$ cat src/rtl/apb_master_arbiter_pkg.sv
// ============================================================================
// Module     : apb_arb_pkg
// Description: Shared FSM encoding and master index constants for the
//              two-requester APB master arbiter.
// Revision   : 1.0 - initial release
// ============================================================================
`default_nettype none

package apb_arb_pkg;

    typedef enum logic [1:0] {
        IDLE   = 2'd0,
        SETUP  = 2'd1,
        ACCESS = 2'd2
    } arb_state_t;

    localparam logic M0 = 1'b0;
    localparam logic M1 = 1'b1;

endpackage : apb_arb_pkg

`default_nettype wire

$ cat src/rtl/apb_master_arbiter_rr_picker.sv
// ============================================================================
// Module     : apb_rr_picker
// Description: Combinational two-way grant picker, round-robin or fixed
//              priority (m0 wins ties) selected by ROUND_ROBIN.
// Revision   : 1.0 - initial release
// ============================================================================
`default_nettype none

module apb_rr_picker
    import apb_arb_pkg::*;
#(
    parameter int ROUND_ROBIN = 1
) (
    input  logic i_req0,
    input  logic i_req1,
    input  logic i_last_grant,
    output logic o_grant
);

    always_comb begin
        o_grant = M0;
        if (i_req0 && i_req1) begin
            // On a tie the master that was not served last goes first
            o_grant = (ROUND_ROBIN != 0) ? ~i_last_grant : M0;
        end else if (i_req1) begin
            o_grant = M1;
        end
    end

endmodule : apb_rr_picker

`default_nettype wire

$ cat src/rtl/apb_master_arbiter.sv
// ============================================================================
// Module     : apb_master_arbiter
// Description: Shares one APB master port between m0 (fetch) and m1
//              (load/store); optional ACCESS timeout via APB_ARB_TIMEOUT_EN.
// Revision   : 1.0 - initial release
// ============================================================================
`default_nettype none

module apb_master_arbiter
    import apb_arb_pkg::*;
#(
    parameter int ADDR_WIDTH     = 32,
    parameter int DATA_WIDTH     = 32,
    parameter int ROUND_ROBIN    = 1,
    parameter int TIMEOUT_CYCLES = 256
) (
    input  logic                  pclk,
    input  logic                  presetn,
    input  logic                  m0_req,
    input  logic [ADDR_WIDTH-1:0] m0_addr,
    input  logic [DATA_WIDTH-1:0] m0_wdata,
    input  logic                  m0_write,
    input  logic [3:0]            m0_strb,
    output logic                  m0_done,
    output logic [DATA_WIDTH-1:0] m0_rdata,
    output logic                  m0_err,
    input  logic                  m1_req,
    input  logic [ADDR_WIDTH-1:0] m1_addr,
    input  logic [DATA_WIDTH-1:0] m1_wdata,
    input  logic                  m1_write,
    input  logic [3:0]            m1_strb,
    output logic                  m1_done,
    output logic [DATA_WIDTH-1:0] m1_rdata,
    output logic                  m1_err,
    output logic                  psel,
    output logic                  penable,
    output logic                  pwrite,
    output logic [ADDR_WIDTH-1:0] paddr,
    output logic [DATA_WIDTH-1:0] pdata,
    output logic [3:0]            pstb,
    input  logic [DATA_WIDTH-1:0] prdata,
    input  logic                  pready,
    input  logic                  perr
);

    arb_state_t r_state;
    arb_state_t w_state_nxt;

    logic                  r_psel;
    logic                  r_penable;
    logic                  r_pwrite;
    logic [ADDR_WIDTH-1:0] r_paddr;
    logic [DATA_WIDTH-1:0] r_pdata;
    logic [3:0]            r_pstb;
    logic                  r_grant;
    logic                  r_last_grant;
    logic                  r_m0_done;
    logic                  r_m1_done;
    logic [DATA_WIDTH-1:0] r_m0_rdata;
    logic [DATA_WIDTH-1:0] r_m1_rdata;
    logic                  r_m0_err;
    logic                  r_m1_err;

    logic                  w_elig0;
    logic                  w_elig1;
    logic                  w_pick;
    logic                  w_pick_write;
    logic                  w_grant_en;
    logic                  w_complete;
    logic                  w_timeout;
    logic                  w_err;
    logic [DATA_WIDTH-1:0] w_rdata;

    // A master being acknowledged this cycle may still hold req; skip it
    assign w_elig0 = m0_req & ~r_m0_done;
    assign w_elig1 = m1_req & ~r_m1_done;

    apb_rr_picker #(
        .ROUND_ROBIN (ROUND_ROBIN)
    ) u_picker (
        .i_req0       (w_elig0),
        .i_req1       (w_elig1),
        .i_last_grant (r_last_grant),
        .o_grant      (w_pick)
    );

    assign w_pick_write = (w_pick == M1) ? m1_write : m0_write;

`ifdef APB_ARB_TIMEOUT_EN
    localparam int c_cnt_w = $clog2(TIMEOUT_CYCLES + 1);

    logic [c_cnt_w-1:0] r_to_cnt;

    always_ff @(posedge pclk or negedge presetn) begin
        if (!presetn) begin
            r_to_cnt <= '0;
        end else if (r_state == SETUP) begin
            r_to_cnt <= '0;
        end else if (r_state == ACCESS && !pready) begin
            r_to_cnt <= r_to_cnt + c_cnt_w'(1);
        end
    end

    // Fires on the stall cycle that brings the count to TIMEOUT_CYCLES
    assign w_timeout = (r_state == ACCESS) && !pready &&
                       (r_to_cnt == c_cnt_w'(TIMEOUT_CYCLES - 1));
`else
    logic w_unused_timeout;
    assign w_unused_timeout = ^TIMEOUT_CYCLES;
    assign w_timeout        = 1'b0;
`endif

    assign w_err   = perr | w_timeout;
    assign w_rdata = (!r_pwrite && !w_err) ? prdata : '0;

    always_ff @(posedge pclk or negedge presetn) begin
        if (!presetn) begin
            r_state <= IDLE;
        end else begin
            r_state <= w_state_nxt;
        end
    end

    always_comb begin
        w_state_nxt = r_state;
        w_grant_en  = 1'b0;
        w_complete  = 1'b0;
        case (r_state)
            IDLE: begin
                if (w_elig0 || w_elig1) begin
                    w_state_nxt = SETUP;
                    w_grant_en  = 1'b1;
                end
            end
            SETUP: begin
                w_state_nxt = ACCESS;
            end
            ACCESS: begin
                if (pready || w_timeout) begin
                    w_state_nxt = IDLE;
                    w_complete  = 1'b1;
                end
            end
            default: begin
                w_state_nxt = IDLE;
            end
        endcase
    end

    always_ff @(posedge pclk or negedge presetn) begin
        if (!presetn) begin
            r_psel       <= 1'b0;
            r_penable    <= 1'b0;
            r_pwrite     <= 1'b0;
            r_paddr      <= '0;
            r_pdata      <= '0;
            r_pstb       <= 4'b0;
            r_grant      <= M0;
            r_last_grant <= M1;
            r_m0_done    <= 1'b0;
            r_m1_done    <= 1'b0;
            r_m0_rdata   <= '0;
            r_m1_rdata   <= '0;
            r_m0_err     <= 1'b0;
            r_m1_err     <= 1'b0;
        end else begin
            r_m0_done  <= 1'b0;
            r_m1_done  <= 1'b0;
            r_m0_rdata <= '0;
            r_m1_rdata <= '0;
            r_m0_err   <= 1'b0;
            r_m1_err   <= 1'b0;
            if (w_grant_en) begin
                r_psel       <= 1'b1;
                r_grant      <= w_pick;
                r_last_grant <= w_pick;
                r_pwrite     <= w_pick_write;
                r_paddr      <= (w_pick == M1) ? m1_addr  : m0_addr;
                r_pdata      <= (w_pick == M1) ? m1_wdata : m0_wdata;
                r_pstb       <= w_pick_write ? ((w_pick == M1) ? m1_strb : m0_strb) : 4'b0;
            end
            if (r_state == SETUP) begin
                r_penable <= 1'b1;
            end
            if (w_complete) begin
                r_psel    <= 1'b0;
                r_penable <= 1'b0;
                if (r_grant == M1) begin
                    r_m1_done  <= 1'b1;
                    r_m1_err   <= w_err;
                    r_m1_rdata <= w_rdata;
                end else begin
                    r_m0_done  <= 1'b1;
                    r_m0_err   <= w_err;
                    r_m0_rdata <= w_rdata;
                end
            end
        end
    end

    assign psel     = r_psel;
    assign penable  = r_penable;
    assign pwrite   = r_pwrite;
    assign paddr    = r_paddr;
    assign pdata    = r_pdata;
    assign pstb     = r_pstb;
    assign m0_done  = r_m0_done;
    assign m1_done  = r_m1_done;
    assign m0_rdata = r_m0_rdata;
    assign m1_rdata = r_m1_rdata;
    assign m0_err   = r_m0_err;
    assign m1_err   = r_m1_err;

endmodule : apb_master_arbiter

`default_nettype wire

$ cat config.mk
export PLATFORM = sky130hd
export DESIGN_NAME = apb_master_arbiter
export DESIGN_NICKNAME = d
export VERILOG_FILES = /design/src/rtl/apb_master_arbiter_pkg.sv /design/src/rtl/apb_master_arbiter_rr_picker.sv /design/src/rtl/apb_master_arbiter.sv
export SDC_FILE = /design/constraint.sdc
export NUM_CORES = 1
export LEC_CHECK = 0
export BUFFER_PORTS_ARGS = -buffer_cell sky130_fd_sc_hd__buf_2
export CAP_MARGIN = 20
export CORE_AREA = 2 2 123 125
export CTS_CLUSTER_DIAMETER = 40
export DETAILED_ROUTE_END_ITERATION = 10
export DIE_AREA = 0 0 125 127
export PLACE_DENSITY_LB_ADDON = 0.12
export SLEW_MARGIN = 20
export SYNTH_ARGS = -nofsm -noshare
export SYNTH_HDL_FRONTEND = slang
export SYNTH_SLANG_ARGS = --single-unit
$ cat constraint.sdc
create_clock -name pclk -period 4.2 [get_ports pclk]
set_clock_uncertainty 0.2 [all_clocks]
set_input_delay 0 -clock pclk [delete_from_list [all_inputs] [get_ports pclk]]
set_output_delay 0 -clock pclk [all_outputs]
set_load 0.03 [all_outputs]
==> summary.md, run 1 <==
| Metric | Value |
|---|---|
| Outcome | `finished clean` |
| Syn Nets | `724` |
| Top-area cell type share of the netlist area | `64.12%` |
| Layout area overhead | `73.65%` |
| Horiz. Die Dim | `roughly 130 um` |
| Crit share post-route | `68.18%` |
| CP Class | `register to register` |
| Initial Utilization | `38.42%` |
| Maximum vdd drop | `between 0.4 and 0.5 mV` |
| Fraction of layout cells with a size suffix above 1 | `34.68%` |
| DR WL met2 | `approximately 9400 um` |
| DR vias | `just under 6,000` |
| Final setup TNS | `0 ns` |
| Violation count after the first detailed-route iteration | `roughly 320` |
| Largest family of logic cells by synthesized area | `simple AND/OR/NAND/NOR gates` |
| Worst Hold Class | `input pin to asynchronous set/reset pin` |
| Grt ovf | `0` |
| Pwr Density | `679.7 mW/mm^2` |
| CTS Sinks | `143` |
| CTS tree | `yes` |
| Pleak | `5.110 nW` |
| Max-cap viol count | `0` |
| WL final | `18,760 um` |
| Crit. End Element | `register` |
| Sequential area share after synthesis | `64.60%` |
| Remaining DRCs | `0` |
| Top cells by area, synth | `dfrtp_1, nand2_1, a31oi_1` |
| Post-CTS sizing | `0` |
| Synth area leader | `dfrtp_1` |
| FF-to-FF path depth | `6` |
| Num CTS Buffers | `17` |
| Final setup violation count | `0` |
| Worst Path Max Fanout | `40` |
| Multi-input gate area | `~0.0018 sq mm` |
| Drt pass-1 iters | `5` |
| Post-synthesis xor/xnor area fraction | `0%` |
| Slew Viols, Final | `0` |
| Overall global routing resource usage | `between 20% and 30%` |
| Routed length on met3 | `1263 um` |
| Syn_area_per_cell | `10.11 sq um` |
| Post-layout util | `66.72%` |
| Post-synthesis mux area share | `less than 1%` |
| Arrival @ worst endpoint | `3.00 ns` |
| Post-CTS Hold Buffers | `180` |
| Commonest non-fill, non-tap cell in the layout | `buf_2` |
| Worst setup path end | `pdata[24]$_DFFE_PN0P_` |
| Largest net degree at the start of global routing | `87` |
| Htree depth | `4` |
| Worst-Skew Late Latency | `0.41 ns` |
| I/O Buffers | `314` |
| Reg2Reg Launch Point | `m1_done$_DFF_PN0_` |
| Fin crit period | `2.864 ns` |
| Synth Area in Adders | `0%` |
| Final #Nets | `1,203` |
| Site Rows | `44` |
| Worst setup path startpoint | `m1_done$_DFF_PN0_` |
| Routed Antenna Nets | `0` |
| RSZ-0062 raised after global routing | `false` |
| Filler instances | `1,152` |
| Flop2flop setup slack | `1.34 ns` |
| Req. time, crit path | `~4.3 ns` |
| Vias/cell | `roughly 4.8` |
| Final hold violations | `0` |
| Die H | `127 um` |
| Detail Placement HPWL | `11,620 um` |
| Tightest Pin Transition | `0.8302 ns` |
| First-pass GRT wire length | `about 30,000 um` |
| Post-Synth Simple-Gate Area | `23.08%` |
| RR Endpoint | `pdata[24]$_DFFE_PN0P_` |
| Syn Inst Count | `about 550` |
| Initial antenna violation count | `0` |
| Mapped cell area | `0.005542 sq mm` |
| Compound-gate portion of the synthesized area | `just over 8%` |
| Clk slew on worst S/H paths | `0.06 ns` |
| Die area | `0.01588 sq mm` |
| Commonest non-fill, non-tap cells in the layout | `buf_2, dlygate4sd3_1, dfrtp_1` |
| Netlist cell types | `23` |
| Postcts setup bufs | `0` |
| Root Driver | `clkbuf_16` |
| CTS max path bufs | `2` |
| Ports | `~320` |
| Number of global-route vias before repair | `6,038` |
| Fmax | `349.2 MHz` |
| Top sig layer | `met4` |
| Slew Limit Headroom | `44.65%` |
| Placer Congestion | `0.7793` |
| Register Area | `0.003580 sq mm` |
| M1 WL | `about 7300 um` |
| Flops & latches, synth | `143` |
| Yosys Warn Count | `0` |
| Routed len/inst | `15.34 um` |
| Core footprint | `0.01442 sq mm` |
| Nature of the critical path startpoint | `register` |
## logic make-up after synthesis
family / Yosys count
buf+inv: 44
flops: 143
compound gates: 73
mux: 3
simple gates: 285
## metrics by stage
step | setup slack [ns] | hold slack [ns] | std cells | total power [W] | cell area [sq um]
global route | 1.099 | 0.07937 | 1222 | 0.006920 | 9620
global placement | 1.971 | -0.09779 | 1012 | 0.004244 | 7238
CTS | 1.375 | 0.03977 | 1222 | 0.006515 | 9620
finish | 1.336 | 0.02289 | 1223 | 0.006541 | 9623
floorplan | 2.457 | -0.4956 | 548 | 0.003578 | 5542
detailed placement | 1.923 | -0.08623 | 1012 | 0.004291 | 7238
## cell type report
type | instances | area share (%)
Tap cell | 184 | 2.392
Clock inverter | 9 | 1.144
Timing Repair Buffer | 503 | 35.82
Multi-Input combinational cell | 361 | 18.49
Antenna cell | 1 | 0.02600
Sequential cell | 143 | 37.20
Inverter | 1 | 0.03901
Clock buffer | 21 | 4.889
## Yosys cell counts
master	count
a21oi_1	2
a31oi_1	69
and2_1	3
and3_1	64
buf_2	19
buf_6	1
clkbuf_1	23
dfrtp_1	142
dfstp_2	1
inv_1	1
mux2_1	2
mux2i_1	1
nand2_1	132
nand2b_1	2
nand3_1	8
nand3b_1	1
nor2_1	71
nor2b_1	1
nor2b_2	1
nor3_2	1
nor3b_2	1
o21a_1	1
o21ai_0	1
## where the power goes
| group | leakage [nW] | switching, W | total (W) | internal (W) |
|---|---|---|---|---|
| registers | 1.79 | 0.000227 | 0.00200 | 0.00178 |
| logic | 3.04 | 0.00176 | 0.00306 | 0.00130 |
| clock network | 0.277 | 0.000562 | 0.00148 | 0.000915 |
| total | 5.11 | 0.00255 | 0.00654 | 0.00400 |
## critical path: stages (launching register included)
cell and delay (ns):
dfrtp_1 0.38, nor2b_2 0.19, and2_2 0.59, buf_4 0.50, nand2_1 0.10, a31oi_1 0.20
dlygate4sd3_1 0.59
## worst min-delay path by stage
stage             from                    end  slack, ns
6_report       presetn  m0_rdata[7]$_DFF_PN0_       0.02
5_1_grt        presetn  m0_rdata[7]$_DFF_PN0_       0.08
4_1_cts        presetn  m0_rdata[7]$_DFF_PN0_       0.04
3_5_place_dp   presetn  m0_rdata[7]$_DFF_PN0_      -0.09
3_3_place_gp   presetn  m0_rdata[7]$_DFF_PN0_       -0.1
2_1_floorplan  presetn      m0_done$_DFF_PN0_      -0.50
## flip-flops by register name, summed over array words and instances (netlist names)
name / cells
m0_rdata: 32
paddr: 32
pdata: 32
m1_rdata: 32
m0_done: 1
pwrite: 1
m1_err: 1
pstb: 4
penable: 1
psel: 1
r_grant: 1
r_last_grant: 1
m0_err: 1
m1_done: 1
r_state: 2
## layer usage
metal | vias to the layer above | global-route usage (%)
met2 | 267 | 40.63
met4 | 0 | 11.37
met5 | - | 0
met3 | 54 | 6.616
met1 | 2792 | 26.71
li1 | 2795 | -
Note: power is estimated with default switching activity, not from simulation.
==> inputs of run 2 (changes only) <==
CORE_AREA = unset   (was 2 2 123 125)
CORE_MARGIN = 2   (was unset)
CORE_UTILIZATION = 40   (was unset)
DIE_AREA = unset   (was 0 0 125 127)
clock period = 2.62 ns   (was 4.2 ns; I/O delays follow)
==> summary.md, run 2 (synthesis gave the netlist of run 1 again) <==
| Metric | Value |
|---|---|
| Outcome | `finished clean` |
| Commonest non-fill, non-tap cells in the layout | `buf_2, dlygate4sd3_1, dfrtp_1` |
| Commonest non-fill, non-tap cell in the layout | `buf_2` |
| Slew Limit Headroom | `57.16% (+13 points)` |
| Cell family with most CP delay | `buffers and inverters` |
| Violation count after the first detailed-route iteration | `403 (+25%)` |
| Arrival @ worst endpoint | `2.68 ns (-0.32 ns)` |
| Maximum vdd drop | `0.6980 mV (+68%)` |
| Core footprint | `0.01372 sq mm (-4.9%)` |
| FF-to-FF path depth | `6 (unchanged)` |
| First-pass GRT wire length | `30,590 um (+3.2%)` |
| I/O Buffers | `314 (unchanged)` |
| Overall global routing resource usage | `26.66% (+3.3 points)` |
| Remaining DRCs | `0 (unchanged)` |
| Hold path endpoint | `m1_rdata[20]$_DFF_PN0_` |
| Filler instances | `949 (-18%)` |
| Crit-path slowest cell | `dlygate4sd3_1` |
| Layout area overhead | `76.70%` |
| Total stage count of the critical path | `6 (unchanged)` |
| Placer Congestion | `0.7944 (+1.9%)` |
| Crit. End Element | `register` |
| Detail Placement HPWL | `12,060 um (+3.8%)` |
| Antenna cells | `0 (-1)` |
| Horiz. Die Dim | `121.7 um (-2.6%)` |
| Fmax | `396.5 MHz (+14%)` |
| Grt ovf | `0 (unchanged)` |
| Register Area | `0.003580 sq mm (unchanged)` |
| Final setup violation count | `0 (unchanged)` |
| Largest net degree at the start of global routing | `71 (-18%)` |
| Worst path bufs/invs | `2 (unchanged)` |
| Worst Hold Class | `input pin to register` |
| Worst Path Max Fanout | `45 (+13%)` |
| Ports | `315 (unchanged)` |
| Clk slew on worst S/H paths | `0.06 ns (about the same)` |
| Fraction of layout cells with a size suffix above 1 | `35.02% (+0.34 points)` |
| Root Driver | `clkbuf_16` |
| Postcts setup bufs | `0 (unchanged)` |
| CTS max path bufs | `2 (unchanged)` |
| WL final | `20,630 um (+10%)` |
| DR vias | `6,139 (+3.9%)` |
| Pwr Total | `0.01073 W (+64%)` |
| CTS tree | `yes` |
| Htree depth | `4 (unchanged)` |
| RR Endpoint | `paddr[1]$_DFFE_PN0P_` |
| Final hold violations | `0 (unchanged)` |
| Flop2flop setup slack | `0.1 ns (-1.24 ns)` |
| Worst-Skew Late Latency | `0.41 ns (about the same)` |
| Multi-input gate area | `0.001826 sq mm (+2.6%)` |
| Pleak | `5.166 nW (+1.1%)` |
| Reg2Reg Launch Point | `r_last_grant$_DFFE_PN1P_` |
| Die area | `0.01481 sq mm (-6.7%)` |
| Vias/cell | `4.999 (+3.5%)` |
| Fin crit period | `2.522 ns (-0.3415 ns)` |
| Pwr Density | `1095 mW/mm^2 (+61%)` |
| Routed Antenna Nets | `0 (unchanged)` |
| Initial Utilization | `40.39% (+2.0 points)` |
| Crit-path max cell delay | `0.59 ns (about the same)` |
| Req. time, crit path | `2.77 ns (-1.57 ns)` |
| Max-cap viol count | `0 (unchanged)` |
| Hold wc startpoint | `prdata[20]` |
| Site Rows | `43 (-2.3%)` |
| Crit path cell chain | `nand3b_1 > nand2_4 > buf_12 > nand2_1 > a31oi_1 > dlygate4sd3_1` |
| Number of global-route vias before repair | `6,104 (+1.1%)` |
| Final #Nets | `1,211 (+0.67%)` |
| CP Class | `register to register` |
| Routed len/inst | `16.80 um (+9.5%)` |
| Final setup TNS | `0 ns (unchanged)` |
| Nature of the critical path startpoint | `register` |
| Drt pass-1 iters | `6 (+1)` |
| CTS Sinks | `143 (unchanged)` |
| Crit share post-route | `96.27% (+28 points)` |
| Initial antenna violation count | `1 (+1)` |
| RSZ-0062 raised after global routing | `false` |
| Hold Path Depth | `3` |
| Num CTS Buffers | `17 (unchanged)` |
| Tightest Pin Transition | `0.6425 ns (-0.1877 ns)` |
| Slew Viols, Final | `0 (unchanged)` |
| Die H | `121.7 um (-4.2%)` |
run 2: layer usage:
metal / global-route usage (%) / wire [um] / vias up
met2: 46.17 / 10430 / 334
met3: 6.320 / 1619 / 60
li1: - / - / 2826
met4: 12.28 / 695 / 0
met1: 31.43 / 7884 / 2919
met5: 0 / 0 / -
run 2: report_power, final:
| part | total [W] | switching (W) | internal (W) |
|---|---|---|---|
| registers | 0.00322 | 0.000373 | 0.00285 |
| logic | 0.00511 | 0.00296 | 0.00215 |
| clock network | 0.00240 | 0.000977 | 0.00142 |
| total | 0.0107 | 0.00431 | 0.00641 |
run 2: worst max path at each step:
stage | startpoint | to | slack, ns
after floorplan | m0_done$_DFF_PN0_ | r_grant$_DFFE_PN0P_ | 0.88
after global placement | m1_done$_DFF_PN0_ | pstb[3]$_DFFE_PN0P_ | 0.71
after detailed placement | m1_done$_DFF_PN0_ | pstb[3]$_DFFE_PN0P_ | 0.61
after CTS | m1_done$_DFF_PN0_ | pstb[3]$_DFFE_PN0P_ | 0.06
after global routing | r_last_grant$_DFFE_PN1P_ | paddr[1]$_DFFE_PN0P_ | 0.01
final | r_last_grant$_DFFE_PN1P_ | paddr[1]$_DFFE_PN0P_ | 0.1
run 2: area by class of cell:
class	instances	share of cell area, %
clock buffer	18	4.383
clock inverter	14	1.597
inverter	1	0.03833
multi-input combinational	364	18.64
sequential	143	36.56
tap	180	2.300
timing repair buffer	508	36.48
run 2: per-stage QoR:
step	hold WS (ns)	setup slack [ns]	cells	area [sq um]	util (%)
floorplan	-0.4956	0.8770	548	5542	-
finish	0.1638	0.09779	1228	9792	71.37
CTS	0.1454	0.06335	1225	9746	71.04
global placement	-0.1457	0.7118	1008	7308	53.27
global route	0.1678	0.01077	1228	9792	71.37
detailed placement	-0.1360	0.6072	1008	7308	53.27
run 2: worst register-to-register path: cells and delay by family (launching register included):
kind                   cells  cell delay, ns
and+or+nand+nor            3            0.62
buffers and inverters      2            0.87
DFF                        1            0.53
AOI/OAI and AO/OA          1            0.25
run 2: timing repair:
action                                  4_1_cts  5_1_grt
resized for setup                             0        6
hold buffers                                185        0
endpoints found under the setup margin        0       43
endpoints found under the hold margin       283        0
==> inputs of run 3 (changes only) <==
BUFFER_PORTS_ARGS = -buffer_cell sky130_fd_sc_hd__clkbuf_2   (was -buffer_cell sky130_fd_sc_hd__buf_2)
==> summary.md, run 3 (synthesis gave the netlist of run 1 again) <==
| Metric | Value |
|---|---|
| Outcome | `finished, violations left` |
| Failing checks | `negative hold slack` |
| WL final | `20,040 um (-2.8%)` |
| I/O Buffers | `314 (unchanged)` |
| Vias/cell | `4.965 (-0.69%)` |
| Root Driver | `clkbuf_16` |
| Crit. End Element | `register` |
| CTS Sinks | `143 (unchanged)` |
| Placed Area | `0.007316 sq mm (+0.10%)` |
| Site Rows | `43 (unchanged)` |
| Number of global-route vias before repair | `5,989 (-1.9%)` |
| DR vias | `6,072 (-1.1%)` |
| Commonest non-fill, non-tap cell in the layout | `clkbuf_2` |
| Ports | `315 (unchanged)` |
| Worst setup path startpoint | `r_last_grant$_DFFE_PN1P_` |
| Dpl ws | `0.6214 ns (+0.01424 ns)` |
| Initial antenna violation count | `0 (-1)` |
| Worst-Skew Late Latency | `0.42 ns (about the same)` |
| First-pass GRT wire length | `29,560 um (-3.4%)` |
| Overall global routing resource usage | `25.73% (-0.93 points)` |
| Met2 usage | `44.98% (-1.2 points)` |
| Tightest Pin Transition | `0.7173 ns (+0.07473 ns)` |
| Slew Viols, Final | `0 (unchanged)` |
| Pwr Density | `1111 mW/mm^2 (+1.4%)` |
| Routed len/inst | `16.39 um (-2.4%)` |
| Pleak | `5.163 nW (about the same)` |
| Worst Path Max Fanout | `45 (unchanged)` |
| CTS max path bufs | `2 (unchanged)` |
| Max-cap viol count | `0 (unchanged)` |
| Slew Limit Headroom | `52.18% (-5.0 points)` |
| Final WS setup | `0.1034 ns (+0.005604 ns)` |
| Maximum vdd drop | `0.6054 mV (-13%)` |
| Drt pass-1 iters | `5 (-1)` |
| Postcts setup bufs | `0 (unchanged)` |
| RSZ-0062 raised after global routing | `false` |
| Routed Antenna Nets | `0 (unchanged)` |
| Fmax | `397.4 MHz (+0.22%)` |
| Grt ovf | `0 (unchanged)` |
| Filler instances | `965 (+1.7%)` |
| Htree depth | `4 (unchanged)` |
| Clk slew on worst S/H paths | `0.06 ns (about the same)` |
| Final #Nets | `1,205 (-0.50%)` |
| Largest net degree at the start of global routing | `79 (+11%)` |
| Worst Hold Class | `input pin to asynchronous set/reset pin` |
| Commonest non-fill, non-tap cells in the layout | `clkbuf_2, dlygate4sd3_1, dfrtp_1` |
| Initial Utilization | `40.39% (unchanged)` |
| Reg2Reg Launch Point | `r_last_grant$_DFFE_PN1P_` |
| Req. time, crit path | `2.76 ns (about the same)` |
| Post-route cell area | `0.009762 sq mm (-0.31%)` |
| Multi-input gate area | `0.001821 sq mm (-0.27%)` |
| Layout area overhead | `76.16%` |
| Violation count after the first detailed-route iteration | `442 (+9.7%)` |
| Horiz. Die Dim | `121.7 um (unchanged)` |
| Num CTS Buffers | `17 (unchanged)` |
| CP Class | `register to register` |
| M3 GR Usage | `6.414% (+0.094 points)` |
| Met1 usage | `29.76% (-1.7 points)` |
| Die area | `0.01481 sq mm (unchanged)` |
| Most used routing layer | `met2` |
| Die H | `121.7 um (unchanged)` |
| Crit share post-route | `96.05% (-0.21 points)` |
| Fraction of layout cells with a size suffix above 1 | `35.12% (+0.11 points)` |
| Arrival @ worst endpoint | `2.66 ns (-0.02 ns)` |
| Remaining DRCs | `0 (unchanged)` |
| Min Hold Slack | `-0.03046 ns (-0.1943 ns)` |
| Detail Placement HPWL | `12,250 um (+1.6%)` |
| Register Area | `0.003580 sq mm (unchanged)` |
| Final setup violation count | `0 (unchanged)` |
| Nature of the critical path startpoint | `register` |
| Final setup TNS | `0 ns (unchanged)` |
| Core footprint | `0.01372 sq mm (unchanged)` |
| CTS tree | `yes` |
| Final hold violations | `13 (+13)` |
| Fin crit period | `2.517 ns (-0.005604 ns)` |
| Placer Congestion | `0.7891 (-0.67%)` |
run 3: timing repair:
item / in CTS / in global routing
hold endpoints to repair: 283 / 0
hold buffers: 178 / 0
setup endpoints to repair: 0 / 42
gates resized for setup: 0 / 5
run 3: path summary, 6_finish.rpt:
path                                              end  cells after the start  slack, ns
worst min-delay path            pdata[30]$_DFFE_PN0P_                      2      -0.03
worst min register to register    r_grant$_DFFE_PN0P_                      1       0.34
worst max register to register  pdata[14]$_DFFE_PN0P_                      6       0.10
min in group pclk                 pstb[2]$_DFFE_PN0P_                      5       0.17
worst max-delay path            pdata[14]$_DFFE_PN0P_                      6       0.10
max in group asynchronous        paddr[4]$_DFFE_PN0P_                      3       1.47
run 3: per-stage QoR:
step / instances / util [%] / hold WS, ns / total power [W]
after floorplan: 548 / - / -0.4956 / 0.005736
after global placement: 1009 / 53.32 / -0.1415 / 0.006880
after detailed placement: 1009 / 53.32 / -0.1292 / 0.006986
after CTS: 1219 / 70.83 / 0.0009653 / 0.01064
after global routing: 1222 / 71.14 / 0.03748 / 0.01141
final: 1223 / 71.15 / -0.03046 / 0.01084
run 3: power by group:
group | internal, W | switching (W) | leakage [nW]
clock | 0.00160 | 0.000922 | 0.296
combinational | 0.00212 | 0.00295 | 3.08
sequential | 0.00285 | 0.000397 | 1.79
total | 0.00657 | 0.00427 | 5.16
run 3: cell type report:
class,count,share of cell area (%)
flip-flops and latches,143,36.67
repair buffers,502,35.95
well taps,180,2.307
clock inverters,12,1.884
inverters,1,0.03845
multi-input cells,364,18.65
clock buffers,20,4.473
diodes,1,0.02563
run 3: critical path, cell delays in order (launching register included):
cell           delay [ns]
dfstp_2              0.53
nand3b_1             0.18
nand2_4              0.31
buf_12               0.26
nand2_1              0.09
a31oi_1              0.21
dlygate4sd3_1        0.61
run 3: per-layer routing:
layer	wire length (um)	up-vias	part of all wire (%)
met5	0	-	0
met4	678	0	3.4
met3	1413	53	7.0
met2	10240	308	51
met1	7712	2899	38
li1	-	2812	-
